## src/rtl/dm_arbiter.sv

```systemverilog
// dm_arbiter: two-master access arbiter in front of a single-cycle data memory.
// Master 0 is the core, master 1 a loader/debug port. One access per cycle,
// zero-latency combinational grant, bounded ownership under contention and a
// saturating contention counter.
module dm_arbiter #(
    parameter int AW       = 8,
    parameter int DW       = 32,
    parameter int MAX_HOLD = 4,
    parameter int CW       = 16
) (
    input  logic          clk,
    input  logic          rset,
    input  logic          m0_req,
    input  logic          m0_we,
    input  logic [AW-1:0] m0_addr,
    input  logic [DW-1:0] m0_wdata,
    output logic          m0_gnt,
    output logic [DW-1:0] m0_rdata,
    input  logic          m1_req,
    input  logic          m1_we,
    input  logic [AW-1:0] m1_addr,
    input  logic [DW-1:0] m1_wdata,
    output logic          m1_gnt,
    output logic [DW-1:0] m1_rdata,
    output logic          dm_we,
    output logic [AW-1:0] mem_addr,
    output logic [DW-1:0] mem_wd,
    input  logic [DW-1:0] mem_rd,
    output logic          owner,
    output logic [CW-1:0] conflict_cnt
);
    // hold_cnt must represent 0..MAX_HOLD inclusive
    localparam int            HW       = $clog2(MAX_HOLD + 1);
    localparam logic [HW-1:0] HOLD_MAX = HW'(MAX_HOLD);
    localparam logic [CW-1:0] CNT_MAX  = {CW{1'b1}};

    logic          owner_q;
    logic [HW-1:0] hold_cnt;
    logic [CW-1:0] conflict_q;
    logic          both_req;
    logic          gnt0;
    logic          gnt1;

    assign both_req = m0_req & m1_req;

    // Grant: sole requester wins; under contention the owner keeps the memory
    // until it has used MAX_HOLD consecutive grants. Reset masks everything.
    always_comb begin
        gnt0 = 1'b0;
        gnt1 = 1'b0;
        if (rset) begin
            if (both_req) begin
                if (hold_cnt < HOLD_MAX) begin
                    gnt0 = ~owner_q;
                    gnt1 = owner_q;
                end else begin
                    gnt0 = owner_q;
                    gnt1 = ~owner_q;
                end
            end else begin
                gnt0 = m0_req;
                gnt1 = m1_req;
            end
        end
    end

    // Memory port mux: drive zeros when nobody is granted
    always_comb begin
        dm_we    = 1'b0;
        mem_addr = '0;
        mem_wd   = '0;
        if (gnt0) begin
            dm_we    = m0_we;
            mem_addr = m0_addr;
            mem_wd   = m0_wdata;
        end else if (gnt1) begin
            dm_we    = m1_we;
            mem_addr = m1_addr;
            mem_wd   = m1_wdata;
        end
    end

    // Ownership / hold tracking; an idle cycle clears the hold history
    always_ff @(posedge clk or negedge rset) begin
        if (!rset) begin
            owner_q  <= 1'b0;
            hold_cnt <= '0;
        end else if (gnt0 | gnt1) begin
            if (gnt1 == owner_q) begin
                if (hold_cnt != HOLD_MAX) hold_cnt <= hold_cnt + HW'(1);
            end else begin
                owner_q  <= gnt1;
                hold_cnt <= HW'(1);
            end
        end else begin
            hold_cnt <= '0;
        end
    end

    // Saturating count of cycles in which both masters requested
    always_ff @(posedge clk or negedge rset) begin
        if (!rset) begin
            conflict_q <= '0;
        end else if (both_req && conflict_q != CNT_MAX) begin
            conflict_q <= conflict_q + CW'(1);
        end
    end

    assign m0_gnt       = gnt0;
    assign m1_gnt       = gnt1;
    assign m0_rdata     = mem_rd;
    assign m1_rdata     = mem_rd;
    assign owner        = owner_q;
    assign conflict_cnt = conflict_q;

endmodule

```

## config.mk

```make
export PLATFORM = sky130hd
export DESIGN_NAME = dm_arbiter
export DESIGN_NICKNAME = d
export VERILOG_FILES = /design/src/rtl/dm_arbiter.sv
export SDC_FILE = /design/constraint.sdc
export NUM_CORES = 1
export LEC_CHECK = 0
export ABC_CLOCK_PERIOD_IN_PS = 2500
export CAP_MARGIN = 10
export CORE_AREA = 2 2 95 97
export DETAILED_ROUTE_END_ITERATION = 12
export DIE_AREA = 0 0 97 99
export PLACE_DENSITY_LB_ADDON = 0.25
export REMOVE_ABC_BUFFERS = 1
export SLEW_MARGIN = 20
export SYNTH_ARGS = -nofsm -noshare
export SYNTH_HDL_FRONTEND = slang
export SYNTH_SLANG_ARGS = --single-unit
```

## constraint.sdc

```tcl
create_clock -name clk -period 2.5 [get_ports clk]
set_clock_uncertainty 0.2 [all_clocks]
set_input_delay 0.375 -clock clk [delete_from_list [all_inputs] [get_ports clk]]
set_output_delay 0.375 -clock clk [all_outputs]
set_load 0.01 [all_outputs]
```

Word-level counts from Yosys, hierarchy flattened
Index checks and enable logic that the tools add are counted.
{ "totals": {"reg_bits": 20, "input_bits": 118, "output_inout_bits": 124, "elab_cells": 31} }
{ "classes": {"n_addsub": 2, "magnitude_cmp": 1, "eq_ne": 4, "muxes": 15, "bitwise": 4, "reduce_logical": 2} }
{ "ops": {"columns": ["operator", "n"], "rows": [
  ["$mux 32", 2],
  ["$add 16x1->16 const B", 1],
  ["$mux 8", 2],
  ["$ne 16x16->1 const B", 1],
  ["$mux 3", 3],
  ["$mux 1", 8],
  ["$add 3x1->3 const B", 1],
  ["$lt 3x3->1 const B", 1],
  ["$ne 3x2->1 const B", 1],
  ["$ne 3x3->1 const B", 1],
  ["$not 1->1", 2],
  ["$reduce_and 2->1", 1],
  ["$and 1x1->1", 1],
  ["$eq 1x1->1", 1],
  ["$logic_and 1x1->1", 1],
  ["$or 1x1->1", 1]
]} }

Longest topological paths before layout
{ "logic_depth": {"ltp_word": 7, "depth_mapped": 7} }

Worst setup path before layout
OpenSTA, ideal clock, no wires.
{ "synth_path": {"kind": "register to output", "start": "reg hold_cnt[2]", "end": "out mem_addr[0]", "arrival_ns": 1.654, "required_time_ns": 1.925, "setup_slack_ns": 0.271, "stages_incl_launch_ff": 6, "n_path_buf": 2, "path_cell_list": "dfrtp_1 > clkbuf_1 > xor2_1 > a211oi_2 > clkbuf_1 > a22o_1"} }
{ "synth_between": {"elab_cells_between_ends": 9, "classes_between": "order compare (1); mux (8)"} }
{ "synth_rtl": {"columns": ["item", "line", "rtl"], "rows": [
  ["from (decl)", "38", "logic [HW-1:0] hold_cnt;"],
  ["from (signal assigned)", "90", "if (hold_cnt != HOLD_MAX) hold_cnt <= hold_cnt + HW'(1);"],
  ["$lt 3x3->1", "53", "if (hold_cnt < HOLD_MAX) begin"],
  ["$mux 1", "53", null],
  ["$mux 1", "52", "if (both_req) begin"],
  ["$mux 1", "51", "if (rset) begin"],
  ["net m0_gnt", "17", "output logic m0_gnt,"],
  ["$mux 8", "72", "if (gnt0) begin"],
  ["to (decl)", "26", "output logic [AW-1:0] mem_addr,"]
]} }
The timed path passes the listed nets, and every way through them passes these cells.

Final worst setup path
{ "layout_path": {"start": "reg hold_cnt[2]", "end": "out mem_wd[12]"} }
{ "layout_between": {"elab_chain_len": 6, "elab_cells_between_ends": 9, "classes_between": "order compare (1); mux (8)"} }
{ "layout_rtl": {"columns": ["item", "line", "rtl"], "rows": [
  ["$lt 3x3->1 (*)", "53", null],
  ["$mux 1", "53", null],
  ["$mux 1", "52", null],
  ["$mux 1", "51", null],
  ["$mux 32", "76", "end else if (gnt1) begin"],
  ["$mux 32 (*)", "72", null],
  ["to (decl)", "27", "output logic [DW-1:0] mem_wd,"]
]} }
Every way passes the cells marked *; elsewhere a longest branch is shown, timed or not.

==> results <==
report_power, final:
group / internal [µW] / switching, µW / total [µW]
sequential: 375 / 66.6 / 442
combinational: 425 / 306 / 732
clock: 214 / 129 / 343
metrics by stage:
| stage | total power, µW | hold slack (ns) | cells | setup slack [ns] |
|---|---|---|---|---|
| 6_report | 1517 | 0.04453 | 434 | 0.01989 |
| 5_1_grt | 1588 | 0.05436 | 433 | -0.03932 |
| 4_1_cts | 1515 | 0.06176 | 434 | -0.06768 |
| 3_5_place_dp | 1147 | 0.3101 | 418 | -0.4152 |
| 3_3_place_gp | 1140 | 0.2980 | 418 | -0.3950 |
| 2_1_floorplan | 673.2 | -0.1206 | 147 | -0.6045 |
cells in the final DEF (no fill, tap or decap), drive strengths merged, types with 3 or more instances in the layout:
cell / netlist / layout
a22o: 41 / 41
a31oi: 3 / 3
buf: 70 / 58
clkbuf: 7 / 12
clkdlybuf4s50: 0 / 99
dfrtp: 20 / 20
dlygate4sd2: 0 / 5
ha: 3 / 3
inv: 6 / 6
nand2: 7 / 7
nand3: 6 / 6
nand4: 4 / 4
nor2: 9 / 9
nor3: 4 / 4
nor4: 4 / 4
o211ai: 3 / 3
o21ai: 6 / 6
xnor2: 11 / 11
worst reg2reg max path: cells and delay by family, from the launching register on:
| family | cells | cell delay [ns] |
|---|---|---|
| fa+ha+maj | 1 | 0.20 |
| flops | 1 | 0.41 |
| mux | 1 | 0.34 |
| simple gates | 2 | 0.78 |
| compound gates | 1 | 0.20 |
synth_stat cells, types with 2 or more instances:
cell type  number  area share
nor3_1          4       0.010
xor2_1          2      0.0088
ha_1            3       0.019
and3_1          2      0.0063
o21ai_1         4       0.010
nor4_1          4       0.013
xnor2_1        11       0.048
nor2_1          9       0.017
nand4_1         4       0.013
a22o_1         41        0.18
a31oi_1         3      0.0094
o211ai_1        2      0.0075
buf_2           5       0.013
clkbuf_1        7       0.013
buf_4          64        0.24
dfrtp_1        20        0.25
inv_1           6       0.011
nand3_1         5       0.013
nand2_1         6       0.011
worst max-delay path by stage:
stage                      from          end  slack, ns  cells past startpoint
global route        hold_cnt[2]  mem_addr[4]      -0.04                      8
detailed placement         rset   mem_wd[23]      -0.42                      6
finish              hold_cnt[2]   mem_wd[12]       0.02                      6
global placement           rset   mem_wd[23]      -0.40                      6
CTS                       owner   mem_wd[29]      -0.07                      7
floorplan                 owner        dm_we      -0.60                      3
layout make-up:
| class | instances | area (µm²) | area share |
|---|---|---|---|
| repair buffers | 174 | 1618 | 0.4778 |
| clock inverters | 1 | 30.03 | 0.008869 |
| flip-flops and latches | 20 | 500.5 | 0.1478 |
| multi-input cells | 121 | 1036 | 0.3060 |
| inverters | 6 | 22.52 | 0.006652 |
| well taps | 108 | 135.1 | 0.03991 |
| clock buffers | 3 | 41.29 | 0.01220 |
| diodes | 1 | 2.502 | 0.0007391 |
layer usage:
layer | track usage | vias to the layer above
met1 | 0.3281 | 1007
met5 | 0.01026 | -
met3 | 0.1922 | 12
met2 | 0.3280 | 226
met4 | 0.03575 | 2
li1 | - | 956
cells by family (layout without fill, tap and decap cells):
family	after synthesis	in the layout
AO/OA/AOI/OAI	62	62
multiplexers	3	3
adder cells (fa/ha/maj)	3	3
other	0	1
buffers and inverters	83	184
flip-flops	20	20
XOR/XNOR	13	13
AND/OR/NAND/NOR	40	40
registers in the layout, indices dropped and copies added (netlist names):
name          cells
owner             1
hold_cnt          3
conflict_cnt     16
repair_timing:
| item | CTS | global route |
|---|---|---|
| setup endpoints to repair | 43 | 28 |
| pin swaps | 5 | 5 |
| gates cloned | 5 | 0 |
| hold buffers | 0 | 0 |
| buffers inserted | 7 | 0 |
| gates resized for setup | 150 | 34 |
==> impl_metrics.yaml <==
setup_path:
  critPathMaxFanout: 8
  arrival_ns: 1.91
  path_cells: "xor2_2 > a211oi_4 > buf_6 > bufbuf_16 > a22o_1 > buf_2"
  reg2reg_slack_ns: 0.26
  worstSetupPathType: "flip-flop to output port"
  cp_slowest_stage_delay_ns: 0.42
  cpMaxStageDelayCell: "dfrtp_1"
  cp.required_ns: 1.92
  path_buf_inv: 3
  r2r_end: "conflict_cnt[1]"
  reg2reg_depth: 5
  cp-start-kind: "flip-flop"
  rr_startpoint: "conflict_cnt[0]"
  critPathTopFamily: "buffers and inverters"
  endpoint_kind: "output port"
cells_and_area:
  area_growth_pct: 69.98
  nFillCells: 861
  drive_above_1_share: 0.2923
  fin_util: 0.3960
  fin_nets: 447
  final_area_um2: 3386
power:
  irDropWorstVdd_uv: 178.3
  power_density_nw_per_um2: 448.1
  power_leakage_uw: 0.001496
clocking:
  cts_tree: "built"
  clock_path_buffers: 2
  cts_inserted_buffers: 3
  h-tree-depth: 1
  path_clk_slew_ns: 0.09
  clk-insertion-delay-late_ns: 0.28
  clock-sinks: 20
  cts-root-buf: "clkbuf_8"
floorplan:
  core_um2: 8551
  placementRows: 34
  die_y_um: 99
  io_pins: 242
  dieArea_um2: 9603
  start_util: 0.2330
  die_x_um: 97
yosys:
  synth_ff_type: "dfrtp_1"
  ys_seq_area_frac: 0.2513
  ys_warn_count: 0
  ys_types: 41
  synth_xor_area_frac: 0.05716
  muxShareOfSynthArea: 0.01633
  syn_area_um2: 1992
  synth_compound_area_frac: 0.2670
  ys_ff_latch: 20
  ys_async_sr_fraction: 1.000
  synth_edf_count: 0
  yosys.area_share.adder: 0.01884
  avgSynthCellArea_um2: 8.892
  synth_top_family_by_area: "buffers and inverters"
  synth_simple_gate_area_frac: 0.1055
  synth_cells: 224
detailed_routing:
  routed_wl_um: 12390
  wl_met1_um: 5460
  drc: 0
  wl_met2_um: 4612
  ant_nets: 0
  first_iter_violations: 88
  met3_length_um: 2195
  routedWlPerCell_um: 28.55
  top_layer: "met5"
  vias_per_cell: 5.076
  firstDrtPassIters: 4
  vias: 2203
placed_design:
  placed_area_um2: 3203
  hpwl_um: 10150
  portBuffers: 145
  routabilityCongestion: 0.9389
grt:
  grt_max_degree: 17
  antenna_found_initial: 1
  grt_overflow: 0
  gr-usage-all-layers: 0.2501
  grt_pass1_wl_um: 17170
  grt_pass1_vias: 2226
sta:
  slew_headroom: 0.7667
  finalSetupViolations: 0
  final.period_utilization: 0.9920
  hold_violations: 0
  rsz0062_at_grt: "yes"
  fin_crit_ns: 2.480
  slew_viol_final: 0
  tightest_slew_ns: 0.3473
  fmax_ghz: 0.4032
  final.setup.tns_ns: 0
worst_hold_path:
  worstHoldPathType: "input pin to asynchronous set/reset pin"
status:
  status: "finished clean"
job:
  maxCapViolations: 0
No activity file was read; power rests on OpenSTA's default activity.
